===== src/rtl/breathing_light_pkg.sv =====
// Shared mode and ramp-direction encodings for the breathing light array.
package breathing_light_pkg;

    typedef logic [1:0] mode_t;

    localparam mode_t MODE_OFF     = 2'b00;
    localparam mode_t MODE_ON      = 2'b01;
    localparam mode_t MODE_BREATHE = 2'b10;
    localparam mode_t MODE_BLINK   = 2'b11;

    typedef enum logic {
        DirUp   = 1'b0,
        DirDown = 1'b1
    } dir_t;

endpackage


===== src/rtl/breath_channel.sv =====
// One light channel: triangular level ramp, period-boundary latch and registered output mux.
module breath_channel
    import breathing_light_pkg::*;
#(
    parameter int unsigned PWM_BITS   = 8,
    parameter int unsigned INIT_LEVEL = 0
) (
    input  logic                clk,
    input  logic                rst_n,
    input  logic                tick,
    input  logic                sync,
    input  logic                en,
    input  logic                boundary,
    input  logic [PWM_BITS-1:0] pwm_cnt,
    input  mode_t               mode,
    output logic                light
);

    localparam logic [PWM_BITS-1:0] MAX  = '1;
    localparam logic [PWM_BITS-1:0] INIT = PWM_BITS'(INIT_LEVEL);

    logic [PWM_BITS-1:0] level;
    logic [PWM_BITS-1:0] duty;
    dir_t                dir;
    dir_t                dir_q;
    mode_t               mode_q;
    logic                drive;

    always_comb begin
        drive = 1'b0;
        unique case (mode_q)
            MODE_OFF:     drive = 1'b0;
            MODE_ON:      drive = 1'b1;
            MODE_BREATHE: drive = (pwm_cnt < duty);
            MODE_BLINK:   drive = (dir_q == DirUp);
            default:      drive = 1'b0;
        endcase
    end

    always_ff @(posedge clk or negedge rst_n) begin
        if (!rst_n) begin
            level  <= INIT;
            dir    <= DirUp;
            duty   <= '0;
            dir_q  <= DirUp;
            mode_q <= MODE_OFF;
            light  <= 1'b0;
        end else begin
            // sync has priority over a coincident tick
            if (sync) begin
                level <= INIT;
                dir   <= DirUp;
            end else if (tick && en) begin
                if (dir == DirUp) begin
                    if (level == MAX) begin
                        dir   <= DirDown;
                        level <= MAX - 1'b1;
                    end else begin
                        level <= level + 1'b1;
                    end
                end else begin
                    if (level == '0) begin
                        dir   <= DirUp;
                        level <= {{(PWM_BITS-1){1'b0}}, 1'b1};
                    end else begin
                        level <= level - 1'b1;
                    end
                end
            end
            // Latch only at the last PWM count so a period never mixes settings
            if (boundary) begin
                mode_q <= mode;
                duty   <= level;
                dir_q  <= dir;
            end
            light <= en && drive;
        end
    end

endmodule


===== src/rtl/breathing_light_array.sv =====
// Multi-channel breathing light: shared PWM counter and step prescaler driving per-channel ramps.
module breathing_light_array
    import breathing_light_pkg::*;
#(
    parameter int unsigned CHANNELS = 4,
    parameter int unsigned PWM_BITS = 8,
    parameter int unsigned STEP_DIV = 19531
) (
    input  logic                  clk,
    input  logic                  rst_n,
    input  logic                  en,
    input  logic                  sync,
    input  logic [2*CHANNELS-1:0] mode,
    output logic [CHANNELS-1:0]   light,
    output logic                  period_start
);

    localparam int unsigned           PRESC_BITS = $clog2(STEP_DIV);
    localparam logic [PRESC_BITS-1:0] PRESC_LAST = PRESC_BITS'(STEP_DIV - 1);

    logic [PWM_BITS-1:0]   pwm_cnt;
    logic [PRESC_BITS-1:0] presc;
    logic                  tick;
    logic                  boundary;

    assign boundary = (pwm_cnt == '1);

    always_ff @(posedge clk or negedge rst_n) begin
        if (!rst_n) begin
            pwm_cnt      <= '0;
            presc        <= '0;
            tick         <= 1'b0;
            period_start <= 1'b0;
        end else begin
            pwm_cnt      <= pwm_cnt + 1'b1;
            period_start <= (pwm_cnt == '0);
            tick         <= en && !sync && (presc == PRESC_LAST);
            if (sync) begin
                presc <= '0;
            end else if (en) begin
                presc <= (presc == PRESC_LAST) ? '0 : presc + 1'b1;
            end
        end
    end

    for (genvar i = 0; i < CHANNELS; i++) begin : g_ch
        breath_channel #(
            .PWM_BITS   (PWM_BITS),
            .INIT_LEVEL (int'((i * (1 << PWM_BITS)) / CHANNELS))
        ) u_ch (
            .clk      (clk),
            .rst_n    (rst_n),
            .tick     (tick),
            .sync     (sync),
            .en       (en),
            .boundary (boundary),
            .pwm_cnt  (pwm_cnt),
            .mode     (mode[2*i +: 2]),
            .light    (light[i])
        );
    end

endmodule


===== config.mk =====
export PLATFORM = sky130hd
export DESIGN_NAME = breathing_light_array
export DESIGN_NICKNAME = d
export VERILOG_FILES = /design/src/rtl/breathing_light_pkg.sv /design/src/rtl/breath_channel.sv /design/src/rtl/breathing_light_array.sv
export SDC_FILE = /design/constraint.sdc
export NUM_CORES = 1
export LEC_CHECK = 0
export CORE_ASPECT_RATIO = 1.2
export CORE_UTILIZATION = 63
export CTS_CLUSTER_SIZE = 12
export DETAILED_ROUTE_END_ITERATION = 7
export GPL_ROUTABILITY_DRIVEN = 0
export PLACE_DENSITY_LB_ADDON = 0.12
export SYNTH_ARGS = -nofsm -noshare
export SYNTH_HDL_FRONTEND = slang
export SYNTH_SLANG_ARGS = --single-unit

===== constraint.sdc =====
create_clock -name clk -period 3.06 [get_ports clk]
set_clock_uncertainty 0.15 [all_clocks]
set_input_delay 0.918 -clock clk [delete_from_list [all_inputs] [get_ports clk]]
set_output_delay 0.918 -clock clk [all_outputs]
set_load 0.02 [all_outputs]

==> reports/results.ini, run 1 <==
[layout]
fill_cells=737
antenna_cells_inserted=0
stdcell_count=859
final_core_utilization_pct=71.03
design.final.nets=784
drive_gt1_share_pct=9.413
synthToLayoutAreaGrowth_pct=8.673

[worst_setup_path]
maximum_fanout_along_the_worst_path=8
critPathArrivalTime_ns=2.66
required_ns=3.20
path_class=primary input to register
critical_path.endpoint_type=register
critPathLaunchType=primary input

[yosys]
synth_seq_cells=109
netlist_area_sq_um=6608
synth-edff-count=0
synthArstFlopShare_pct=100.0
postSynthAreaPerCell_sq_um=9.014
synth_cell_types=68
synthCells=733
synth_sequential_area_ratio_pct=41.36
synth_warnings=0
synth.net_count=789
synth_flop_type=sky130_fd_sc_hd__dfrtp_1

[route]
detailedRoute.firstPassIterationCount=5
drtAntennaViolNets=0
drt-wirelength-per-cell_microns=16.95
via_per_inst=6.239
drt-total-wl_microns=14560
drt_iter0_drc=324
post-route-drc-count=0
routed-via-count=5359

[sta]
slew_headroom_pct=47.41
timing.final.crit_share_pct=82.35
rsz0062_at_grt=false
period_minus_ws_final_ns=2.520
achievable-frequency_mhz=396.8
finalHoldWorstSlack_ns=0.3577
final_hold_viol_count=0
fin_tns_setup_ns=0
timing_worst_slew_pin_value_ns=0.7859
report.final.slew_viol_count=0
setup_viol=0

[clock_network]
cts.clk_slew.worst_paths_ns=0.07
cts_inserted_buffers=9
worst_skew_pair.late_latency_ns=0.35
cts_setup_buffers=0
tritoncts=built
maximum_buffer_depth_of_the_clock_tree=2
postcts_resize_cnt=0
tritoncts_num_sinks=109
cts.htree.levels=3
root_buffer=sky130_fd_sc_hd__clkbuf_16
postCtsHoldBufs=0

[pwr]
vdd_drop_max_mv=0.3267
power_frac_comb_pct=3.4
powerDensity_nw_per_um2=377.3
switching_share_pct=21.25
sequentialPowerShare_pct=53.4
internal_power_mw=2.134
pleak_nw=3.189
netSwitchingPower_uw=575.6
clock_power_share_pct=43.2

[floorplanning]
chipWidth_microns=95.49
initial_utilization_pct=65.36
die_y_microns=114.2
placeableCoreArea_sq_um=10110
row_count=40
design.die.area_sq_um=10900
io-pin-count=17

[grt]
number_of_global_route_vias_before_repair=5044
globalRouteOverflowTotal=0
groute.usage.overall_pct=28.90
first_pass_grt_wire_length_microns=24570
number_of_antenna_violations_at_the_first_check_in_global_routing=0
grt_start_max_net_pins=43

[run_status]
status=finished, final reports clean

[place]
place.detailed.hpwl_microns=10070
numPortBuffers=16
placed_cells_incl_taps=843

[hold_path]
worst_hold_path_type=register to register

[flow_run]
cap_violations=0

-- worst paths after layout --
check | startpoint | end | slack [ns] | cells after the start
min in group asynchronous | rst_n | g_ch[1].u_ch.light | 0.41 | 1
worst max-delay path | en | g_ch[0].u_ch.level[2] | 0.54 | 7
worst max register to register | presc[0] | presc[2] | 0.57 | 8
worst min-delay path | presc[11] | presc[11] | 0.36 | 1
worst min register to register | presc[11] | presc[11] | 0.36 | 1
max in group asynchronous | rst_n | g_ch[3].u_ch.level[7] | 1.68 | 2
-- final cells by class --
cell class / count / area, sq um / share of cell area (%)
timing repair buffer: 37 / 352.8 / 4.914
tap: 126 / 157.7 / 2.196
multi-input combinational: 520 / 3457 / 48.14
clock buffer: 14 / 254.0 / 3.537
clock inverter: 2 / 35.03 / 0.4879
inverter: 51 / 191.4 / 2.666
sequential: 109 / 2733 / 38.06
-- through the flow --
stage	power (mW)	setup slack, ns	area [sq um]
2_1_floorplan	1.498	0.6631	6608
3_3_place_gp	1.565	0.2281	6892
3_5_place_dp	1.567	0.1919	6892
4_1_cts	2.722	0.5356	7181
5_1_grt	2.789	0.3345	7181
6_report	2.709	0.5400	7181
-- critical path: stages --
cell	delay [ns]
sky130_fd_sc_hd__clkdlybuf4s50_1	0.60
sky130_fd_sc_hd__and3b_1	0.36
sky130_fd_sc_hd__o31ai_2	0.19
sky130_fd_sc_hd__buf_4	0.20
sky130_fd_sc_hd__a211oi_1	0.21
sky130_fd_sc_hd__o21ai_0	0.10
sky130_fd_sc_hd__nand2_1	0.08
-- logic make-up after synthesis --
group           synth area share [%]
fa+ha+maj                      8.332
xor+xnor                       2.651
simple gates                   17.76
mux                            4.299
flops                          41.36
compound gates                 19.26
buf+inv                        6.343
-- power by group through the flow --
stage	clock (mW)	sequential, mW	combinational, mW
finish	1.17	1.45	0.0923
global route	1.24	1.45	0.105
CTS	1.18	1.45	0.0943
detailed placement	0	1.47	0.0940
global placement	0	1.47	0.0918
floorplan	0	1.47	0.0254
-- cells in the mapped netlist, drive strengths merged, types with 7 or more instances --
library cell	n	area [sq um]
dfrtp	105	2628
buf	13	77.57
nand4	9	56.30
mux2i	7	70.07
or3	7	43.79
a21o	8	60.06
nor3b	7	52.55
a21oi	45	229.0
o31ai	11	87.58
xnor2	15	131.4
clkbuf	40	150.1
nand3	21	105.1
nor3	12	60.06
nor2	35	131.4
mux2	19	214.0
inv	51	191.4
o21ai	83	415.4
nand2	75	281.5
and3	11	68.82
nand2b	9	56.30
o22ai	7	43.79
ha	44	550.5
-- registers in the layout, indices dropped and copies added (netlist names) --
| name | cells |
|---|---|
| period_start | 1 |
| pwm_cnt | 8 |
| tick | 1 |
| g_ch.u_ch.dir | 4 |
| g_ch.u_ch.level | 32 |
| presc | 15 |
| g_ch.u_ch.duty | 32 |
| g_ch.u_ch.dir_q | 4 |
| g_ch.u_ch.light | 4 |
| g_ch.u_ch.mode_q | 8 |
-- layer usage --
layer | vias up | track usage, % | routed length [microns]
li1 | 2596 | - | -
met1 | 2603 | 40.40 | 6547
met2 | 140 | 45.81 | 7095
met3 | 20 | 4.847 | 669
met4 | 0 | 9.055 | 248
met5 | - | 0 | 0
-- layout by cell type, fill, tap and decap left out, drive strengths merged, types with 14 or more instances in the layout --
cell and count:
dfrtp 105, o21ai 83, nand2 75, inv 51, a21oi 45, ha 44
nor2 35, buf 22, nand3 21, mux2 19, xnor2 15, clkdlybuf4s50 15
clkbuf 14
No activity file was read; power rests on OpenSTA's default activity.
==> run 2: changes to the inputs <==
clock period = 2.5 ns   (was 3.06 ns; I/O delays follow)
==> reports/results.ini, run 2 (same netlist as run 1, synthesis figures left out) <==
[run_status]
status=finished, final reports clean  ; unchanged

[grt]
first_pass_grt_wire_length_microns=25060  ; was 24570 microns
groute.usage.overall_pct=29.61  ; was 28.90%
number_of_antenna_violations_at_the_first_check_in_global_routing=0  ; unchanged
number_of_global_route_vias_before_repair=5268  ; was 5044
grt_start_max_net_pins=51  ; was 43
globalRouteOverflowTotal=0  ; unchanged

[clock_network]
postcts_resize_cnt=0  ; unchanged
cts_inserted_buffers=9  ; unchanged
worst_skew_pair.late_latency_ns=0.35  ; about the same
cts_setup_buffers=0  ; unchanged
maximum_buffer_depth_of_the_clock_tree=2  ; unchanged
cts.htree.levels=3  ; unchanged
tritoncts_num_sinks=109  ; unchanged
tritoncts=built  ; unchanged
postCtsHoldBufs=0  ; unchanged
cts.clk_slew.worst_paths_ns=0.07  ; about the same
root_buffer=sky130_fd_sc_hd__clkbuf_16  ; unchanged

[sta]
final_hold_viol_count=0  ; unchanged
timing.final.crit_share_pct=93.71
fin_tns_setup_ns=0  ; unchanged
achievable-frequency_mhz=426.8
timing_worst_slew_pin_value_ns=0.8113  ; was 0.7859 ns
rsz0062_at_grt=false  ; unchanged
setup_viol=0  ; unchanged
report.final.slew_viol_count=0  ; unchanged
slew_headroom_pct=45.72  ; was 47.41%
period_minus_ws_final_ns=2.343

[pwr]
internal_power_mw=2.592  ; was 2.134 mW
clock_power_share_pct=42.6  ; was 43.2%
sequentialPowerShare_pct=53.8  ; was 53.4%
power_frac_comb_pct=3.6  ; was 3.4%
pleak_nw=3.321  ; was 3.189 nW
netSwitchingPower_uw=697.2  ; was 575.6 uW
switching_share_pct=21.19  ; was 21.25%
powerDensity_nw_per_um2=445.9  ; was 377.3 nW/um^2
vdd_drop_max_mv=0.3232  ; was 0.3267 mV

[floorplanning]
design.die.area_sq_um=10900  ; unchanged
placeableCoreArea_sq_um=10110  ; unchanged
initial_utilization_pct=65.36  ; unchanged
die_y_microns=114.2  ; unchanged
row_count=40  ; unchanged
io-pin-count=17  ; unchanged
chipWidth_microns=95.49  ; unchanged

[worst_setup_path]
path_class=primary input to register  ; unchanged
maximum_fanout_along_the_worst_path=5  ; was 8
timing.critical_path.cells=clkdlybuf4s50_1, and3b_1, o21ai_1, a2111oi_0, a221o_1  ; was clkdlybuf4s50_1, and3b_1, o31ai_2, buf_4, a211oi_1, o21ai_0, nand2_1
critPathArrivalTime_ns=2.48  ; was 2.66 ns
worst_r2r_startpoint=g_ch[2].u_ch.level[3]  ; was presc[0]
cp_slowest_stage_delay_ns=0.54  ; was 0.60 ns
reg2reg_slack_ns=0.24  ; was 0.57 ns
worst-r2r-cell-count=5  ; was 8
worst_r2r_endpoint=g_ch[2].u_ch.level[4]  ; was presc[2]
required_ns=2.64  ; was 3.20 ns
critical_path.endpoint_type=register  ; unchanged
critPathLaunchType=primary input  ; unchanged
critical_path.slowest_cell=sky130_fd_sc_hd__clkdlybuf4s50_1  ; unchanged

[layout]
finished_cell_area_sq_um=7377  ; was 7181 sq um
antenna_cells_inserted=0  ; unchanged
drive_gt1_share_pct=12.93  ; was 9.413%
biggestRegsByFlops=g_ch.u_ch.duty x32, g_ch.u_ch.level x32, presc x15  ; unchanged
mostFrequentLayoutCells=sky130_fd_sc_hd__dfrtp_1, sky130_fd_sc_hd__o21ai_0, sky130_fd_sc_hd__nand2_1  ; unchanged
final_core_utilization_pct=72.97  ; was 71.03%
design.final.nets=809  ; was 784
synthToLayoutAreaGrowth_pct=11.65  ; was 8.673%
commonest_non_fill_non_tap_cell_in_the_layout=sky130_fd_sc_hd__dfrtp_1  ; unchanged

[place]
postPlaceCellArea_sq_um=7079  ; was 6892 sq um
numPortBuffers=16  ; unchanged
place.detailed.hpwl_microns=10430  ; was 10070 microns

[route]
drt-wirelength-per-cell_microns=16.87  ; was 16.95 microns
routed-via-count=5469  ; was 5359
drt-total-wl_microns=14920  ; was 14560 microns
drt_iter0_drc=380  ; was 324
post-route-drc-count=0  ; unchanged
detailedRoute.firstPassIterationCount=5  ; unchanged
drtAntennaViolNets=0  ; unchanged
via_per_inst=6.187  ; was 6.239

[hold_path]
worst_hold_path_type=primary input to asynchronous set/reset pin  ; was register to register

[flow_run]
cap_violations=0  ; unchanged

run 2: cell types whose count changed in the layout (fill, tap and decap cells not counted), sizes merged:
cell and delta:
bufinv -1, clkbuf -1, clkinv +1, clkinvlp +1, buf +25
run 2: metrics by stage:
stage	setup WS [ns]	instances	hold WS, ns	total power, mW
finish	0.1572	884	0.2005	3.290
detailed placement	-0.1613	868	0.3451	1.923
floorplan	0.2711	733	0.3044	1.834
global route	0.005158	884	0.2300	3.405
CTS	0.2025	884	0.2061	3.322
global placement	-0.07803	868	0.3378	1.920
run 2: metal layers:
metal | up-vias | track usage, % | share of wire [%]
met3 | 26 | 4.183 | 4.8
li1 | 2642 | - | -
met4 | 0 | 11.34 | 2.0
met5 | - | 0 | 0
met2 | 163 | 48.81 | 49
met1 | 2638 | 39.36 | 44
run 2: critical path, delay by kind of cell:
| kind | cells | cell delay [ns] |
|---|---|---|
| AO/OA/AOI/OAI | 3 | 0.86 |
| buffers and inverters | 1 | 0.54 |
| AND/OR/NAND/NOR | 1 | 0.33 |
run 2: power by group through the flow:
stage / clock [mW] / sequential, mW / combinational [mW]
6_report: 1.40 / 1.77 / 0.119
4_1_cts: 1.43 / 1.77 / 0.120
3_3_place_gp: 0 / 1.80 / 0.117
3_5_place_dp: 0 / 1.80 / 0.120
5_1_grt: 1.50 / 1.77 / 0.133
2_1_floorplan: 0 / 1.80 / 0.0311
run 2: cell type report:
cell class,instances,area [sq um]
tap,126,157.7
clock buffer,13,280.3
inverter,51,191.4
fill,726,2733
clock inverter,3,17.52
timing repair buffer,62,540.5
sequential,109,2733
multi-input combinational,520,3457
run 2: how the worst max path moves through the flow:
stage,from,to,slack [ns],depth (start not counted)
after floorplan,sync,g_ch[1].u_ch.level[5],0.27,5
after global placement,en,g_ch[1].u_ch.level[5],-0.08,5
after detailed placement,en,g_ch[1].u_ch.level[5],-0.16,5
after CTS,en,g_ch[1].u_ch.level[5],0.20,5
after global routing,en,g_ch[1].u_ch.level[5],0.005,5
final,en,g_ch[1].u_ch.level[5],0.16,5
